## config.mk

```make
export PLATFORM = sky130hd
export DESIGN_NAME = tie_inq_source
export DESIGN_NICKNAME = d
export VERILOG_FILES = /design/src/rtl/tie_inq_source.sv
export SDC_FILE = /design/constraint.sdc
export NUM_CORES = 1
export LEC_CHECK = 0
export CAP_MARGIN = 20
export CORE_ASPECT_RATIO = 0.75
export CORE_MARGIN = 2
export CORE_UTILIZATION = 50
export DETAILED_ROUTE_END_ITERATION = 12
export PLACE_DENSITY = 0.74
export SYNTH_ARGS = -nofsm -noshare
export SYNTH_HDL_FRONTEND = slang
export SYNTH_SLANG_ARGS = --single-unit
```

## constraint.sdc

```tcl
create_clock -name CLK -period 2.75 [get_ports CLK]
set_input_delay 0.55 -clock CLK [delete_from_list [all_inputs] [get_ports CLK]]
set_output_delay 0.55 -clock CLK [all_outputs]
set_load 0.03 [all_outputs]
```

## src/rtl/tie_inq_source.sv

```systemverilog
// TIE input-queue source: buffers bench-side words in a small FIFO and presents the head
// word to the core. Optional macro TIE_INQ_DISPLAY_EN enables push/pop/underrun tracing.
module tie_inq_source #(
    parameter int unsigned DATA_W     = 32,
    parameter int unsigned DEPTH_LOG2 = 2,
    parameter int unsigned STALL_W    = 16
) (
    input  logic                  CLK,
    input  logic                  Reset,
    input  logic [DATA_W-1:0]     SRC_DATA,
    input  logic                  SRC_VALID,
    output logic                  SRC_READY,
    output logic [DATA_W-1:0]     TIE_INQ,
    output logic                  TIE_INQ_Empty,
    input  logic                  TIE_INQ_PopReq,
    output logic [DEPTH_LOG2:0]   COUNT,
    output logic [STALL_W-1:0]    STALL_CNT
);

    localparam int unsigned Depth = 1 << DEPTH_LOG2;
    localparam int unsigned PtrW  = (DEPTH_LOG2 > 0) ? DEPTH_LOG2 : 1;
    localparam int unsigned CntW  = DEPTH_LOG2 + 1;

    logic [DATA_W-1:0]  mem_q [0:Depth-1];
    logic [PtrW-1:0]    rd_ptr_q, rd_ptr_d;
    logic [PtrW-1:0]    wr_ptr_q, wr_ptr_d;
    logic [CntW-1:0]    count_q, count_d;
    logic [STALL_W-1:0] stall_q, stall_d;

    logic full, empty, push, pop, stall;

    // Wrap at Depth-1; with a single entry the pointer stays at zero.
    function automatic logic [PtrW-1:0] next_ptr(input logic [PtrW-1:0] p);
        if (p == PtrW'(Depth - 1)) begin
            return '0;
        end
        return p + PtrW'(1);
    endfunction

    // Full/empty come from registered occupancy only, never from pointer equality.
    assign full  = (count_q == CntW'(Depth));
    assign empty = (count_q == '0);
    assign push  = SRC_VALID & ~full;
    assign pop   = TIE_INQ_PopReq & ~empty;
    assign stall = TIE_INQ_PopReq & empty;

    always_comb begin
        rd_ptr_d = rd_ptr_q;
        wr_ptr_d = wr_ptr_q;
        count_d  = count_q;
        stall_d  = stall_q;
        if (push) begin
            wr_ptr_d = next_ptr(wr_ptr_q);
        end
        if (pop) begin
            rd_ptr_d = next_ptr(rd_ptr_q);
        end
        if (push && !pop) begin
            count_d = count_q + CntW'(1);
        end else if (pop && !push) begin
            count_d = count_q - CntW'(1);
        end
        if (stall && !(&stall_q)) begin
            stall_d = stall_q + STALL_W'(1);
        end
    end

    always_ff @(posedge CLK) begin
        if (Reset) begin
            rd_ptr_q <= '0;
            wr_ptr_q <= '0;
            count_q  <= '0;
            stall_q  <= '0;
        end else begin
            rd_ptr_q <= rd_ptr_d;
            wr_ptr_q <= wr_ptr_d;
            count_q  <= count_d;
            stall_q  <= stall_d;
        end
    end

    // Storage is never cleared; a word offered during reset is dropped.
    always_ff @(posedge CLK) begin
        if (push && !Reset) begin
            mem_q[wr_ptr_q] <= SRC_DATA;
        end
    end

    assign SRC_READY     = ~full;
    assign TIE_INQ_Empty = empty;
    assign TIE_INQ       = empty ? '0 : mem_q[rd_ptr_q];
    assign COUNT         = count_q;
    assign STALL_CNT     = stall_q;

`ifdef TIE_INQ_DISPLAY_EN
    always_ff @(posedge CLK) begin
        if (!Reset) begin
            if (push) begin
                $display("%t INQ push 0x%h count=%0d", $time, SRC_DATA, count_d);
            end
            if (pop) begin
                $display("%t INQ pop 0x%h count=%0d", $time, TIE_INQ, count_d);
            end
        end
        if (!empty && (Reset || count_d == '0)) begin
            $display("%t INQ underrun-ready", $time);
        end
    end
`endif

endmodule

```

== Word level (Yosys, flattened, before mapping) ==
Memory sizes are Yosys's and may differ from the RTL's. A register that Yosys moved wholly into a read port is not among the register bits.
Index checks and enable logic that the tools add are counted.
Widths: inputs -> output; s select.
Operators by class
  add/subtract/negate cells: 5
  eq/ne operators: 3
  muxes and demuxes: 15
  bitwise gates (word level): 5
  reductions and logical operators: 11
Operators by type and width (number)
  $mux 32: 1
  $add 16x1->16 const B: 1
  $reduce_and 16->1: 1
  $mux 2: 6
  $mux 1: 6
  $mux 3: 2
  $add 2x1->2 const B: 2
  $eq 2x2->1 const B: 2
  $logic_and 1x1->1: 4
  $logic_not 1->1: 4
  $add 3x1->3 const B: 1
  $and 1x1->1: 3
  $eq 3x3->1 const B: 1
  $logic_not 3->1: 1
  $sub 3x1->3 const B: 1
  $not 1->1: 2
  $reduce_bool 2->1: 1
Storage, ports and cells
  register bits: 23
  bits in writable memories: 128
  input bits: 36
  output and inout bits: 53
  logic and storage cells: 44
  memories: 1
Memories
  mem_q: depth 4, width 32, rd ports 1, clocked after memory_dff 1, write ports 1, line 24  | logic [DATA_W-1:0] mem_q [0:Depth-1];

== Longest topological paths before layout ==
  depth after elaboration: 7
  gate-level depth with buffers: 9
  mapped depth without buffers: 9

== Least setup slack after synthesis ==
OpenSTA, ideal clock, no wires.
  path type: register -> register
  from: register count_q[0] (netlist: COUNT[0])
  to: memory mem_q[0][0], enable pin
  library setup time: 0.392 ns
  arrival time: 2.001 ns
  data required time: 2.358 ns
  slack: 0.357 ns
  cell stages (with the launch flop): 5
  path buffers: 0
  clock period less this slack: 2.393 ns
  path through: dfxtp_1 or3b_2 nand2_1 nor2_1 and2_1
Between the ends
  longest elaborated chain between the ends: 6
RTL lines
  start: declaration: line 27  | logic [CntW-1:0] count_q, count_d;
  start signal: assignment: line 77  | count_q <= count_d;
  $eq 3x3->1: line 41  | assign full = (count_q == CntW'(Depth));
  $not 1->1
  named net SRC_READY: line 12  | output logic SRC_READY,
  $and 1x1->1: line 43  | assign push = SRC_VALID & ~full;
  $logic_and 1x1->1: line 84  | if (push && !Reset) begin
  $mux 1: line 84
  $mux 1 (not written as such): line 85  | mem_q[wr_ptr_q] <= SRC_DATA;
  end: declaration: line 24
The timed path passes the listed nets, and every way through them passes these cells.

==> impl_metrics.ini <==
[outcome]
run_status = complete, no violations

[clocking]
clock_path_buffers = 2
cts_hold_buffers = 0
clock-sinks = 153
cts_tree = built
clk_latency_ns = 0.41
cts_root_buf = clkbuf_16
clk_pin_slew_worst_paths_ns = 0.06
cts_buffers = 17
post_cts_buffers = 0
cts-htree-levels = 4
cts_resized = 33

[synthesis]
ys.warnings.count = 0
ys_ff_latch = 153
synth_area_leaders = edfxtp_1 62%, mux4_2 12%, dfxtp_1 8.1%
synth_edf_count = 128
ys_seq_area_frac = 0.7058
synth.net_count = 401
yosys.area.top_type_share = 0.6245
synth_common_cells = 128 x edfxtp_1, 35 x and2_1, 32 x mux4_2
yosysMostFrequentCell = edfxtp_1
syn-cell-area_mm2 = 0.006155
synth-main-ff-cell = edfxtp_1
avgSynthCellArea_um2 = 17.24
synth.distinct_cells = 39
ys_async_sr_fraction = 0
netlist.top_cell.by_area = edfxtp_1
synthCells = 357

[worst_setup_path]
r2r_slack_ns = 0.26
reg2regPathDepth = 8
rr_startpoint = COUNT[1]
timing.critical_path.to = TIE_INQ[19]
crit_arrival_ns = 2.05
cp-end-kind = output pin
startpoint_type = flop
worstPathRequired_ns = 2.20
r2r-end = COUNT[2]
path_class = flop to output pin
crit_fanout = 18

[detailed_routing]
wire_per_inst_um = 18.38
vias_per_cell = 5.493
route.detailed.drc = 0
first_pass_iters = 4
antenna_left = 0
postRouteWirelength_um = 11740
routed-via-count = 3510
drtIter0Drc = 229

[placement]
routabilityCongestion = 0.7901
portBuffers = 88
dpl_worst_slack_ns = 0.2253
place_hpwl_um = 7204

[floorplanning]
pin_count = 89
rows = 35
dieArea_mm2 = 0.01322
core_area_mm2 = 0.01213
initial_core_util = 0.5074
die_w_um = 132.1
die_h_um = 100.1

[grt]
track_usage = 0.1906
grt_max_degree = 41
grt_overflow = 0
grt_pass1_vias = 3597
antenna_found_initial = 0
grt_pass1_wl_um = 18930

[finish]
multi_input_comb_area_mm2 = 0.001705
syn_to_final_growth_pct = 28.34
fillerInstances = 882
antenna_cells = 0
drive_gt1_frac = 0.1987
register_area_mm2 = 0.004347
layout.nets = 504

[power_and_ir_drop]
p_sw_frac = 0.3271
total_power_mw = 7.321
leakage_nw = 2.685
ir_drop_uv = 473.8
pwr-share-clk = 0.314
switching_power_mw = 2.395
p_seq_frac = 0.375
cell_internal_pwr_mw = 4.927
p_per_area_mw_per_mm2 = 926.9
combPwrFrac = 0.311

[hold_path]
hp-class = flop to flop
holdPathStages = 2

[run]
drv_cap = 0

[sta]
fmax_ghz = 0.3846
tns_ns = 0
setup_slack_ns = 0.1498
worst_pin_slew_ns = 0.7567
finalHoldViolCount = 0
final-setup-viol-count = 0
fin_worst_skew_ns = 0.008066
rsz0062_at_grt = false
period_needed_ns = 2.600
min_period_over_period = 0.9455
slew_headroom = 0.4909
maxSlewViolCount = 0
## cell usage in the layout, fill, tap and decap left out, types with 2 or more instances in the layout
cell,instances
clkinv_2,2
nor4_1,5
nand3_1,7
nand2b_1,2
or3_1,6
dlygate4sd2_1,33
and2_2,6
mux2_2,4
bufinv_16,2
nand2_1,11
dfxtp_1,23
a31oi_1,2
o31ai_1,5
edfxtp_1,128
nor2b_1,4
clkdlybuf4s50_1,55
or4_1,5
nor2_1,12
and2_1,31
or3_4,2
a311oi_1,2
mux4_2,32
xor2_1,2
buf_4,6
buf_12,7
inv_1,7
dfxtp_2,2
nand4_1,2
o21ai_0,2
mux2i_1,2
and3_1,2
a21oi_1,13
or3b_2,2
clkbuf_16,17
inv_6,7
clkinvlp_4,3
o41ai_1,2
nor3_1,4
ha_1,7
## stage by stage
| step | hold slack, ns | util | cells | area [um^2] |
|---|---|---|---|---|
| finish | 0.5027 | 0.6512 | 639 | 7899 |
| global route | 0.5483 | 0.6512 | 639 | 7899 |
| CTS | 0.5071 | 0.6512 | 639 | 7899 |
| detailed placement | 0.4955 | 0.6061 | 607 | 7352 |
| global placement | 0.4932 | 0.6061 | 607 | 7352 |
| floorplan | 0.4541 | - | 357 | 6155 |
## worst min path at each step
stage	slack (ns)	to	from
2_1_floorplan	0.45	flop	rd_ptr_q[1]
3_3_place_gp	0.49	wr_ptr_q[1]	wr_ptr_q[1]
3_5_place_dp	0.50	STALL_CNT[9]	STALL_CNT[9]
4_1_cts	0.51	STALL_CNT[9]	STALL_CNT[9]
5_1_grt	0.55	STALL_CNT[9]	STALL_CNT[9]
6_report	0.50	STALL_CNT[9]	STALL_CNT[9]
## layout make-up
cell class	instances	area share
well taps	166	0.02629
inverters	7	0.003326
clock buffers	17	0.05386
flip-flops and latches	153	0.5503
clock inverters	15	0.02059
multi-input cells	180	0.2159
repair buffers	101	0.1297
## power groups by stage
stage	Clock [mW]	Sequential, mW	Combinational (mW)
floorplan	0	2.82	1.52
global placement	0	2.78	2.50
detailed placement	0	2.79	2.53
CTS	2.34	2.75	2.32
global route	2.44	2.76	2.44
finish	2.30	2.75	2.28
## cells by family after synthesis
kind of cell             count (synthesis)  synth area share
AO/OA/AOI/OAI                           27           0.02745
multiplexers                            38            0.1277
buffers and inverters                   24           0.01789
XOR/XNOR                                 2          0.002847
adder cells (fa/ha/maj)                  8           0.01748
flip-flops                             153            0.7058
AND/OR/NAND/NOR                        105            0.1008
## per-layer routing
metal	part of all wire	global-route usage	vias to the layer above
met5	0	0	-
met4	0.011	0.06355	0
met3	0.060	0.04495	14
met2	0.48	0.3017	117
met1	0.45	0.2657	1771
li1	-	-	1608
## state kept, by name, summed over array words and instances, names as in the netlist, named ones only
signal     cells
STALL_CNT     16
mem_q        128
COUNT          3
rd_ptr_q       2
wr_ptr_q       2
## critical path: stages (launching register included)
cell and delay, ns:
dfxtp_2 0.37, buf_12 0.20, mux4_2 0.52, and2_1 0.18, dlygate4sd2_1 0.35
No activity file was read; power rests on OpenSTA's default activity.
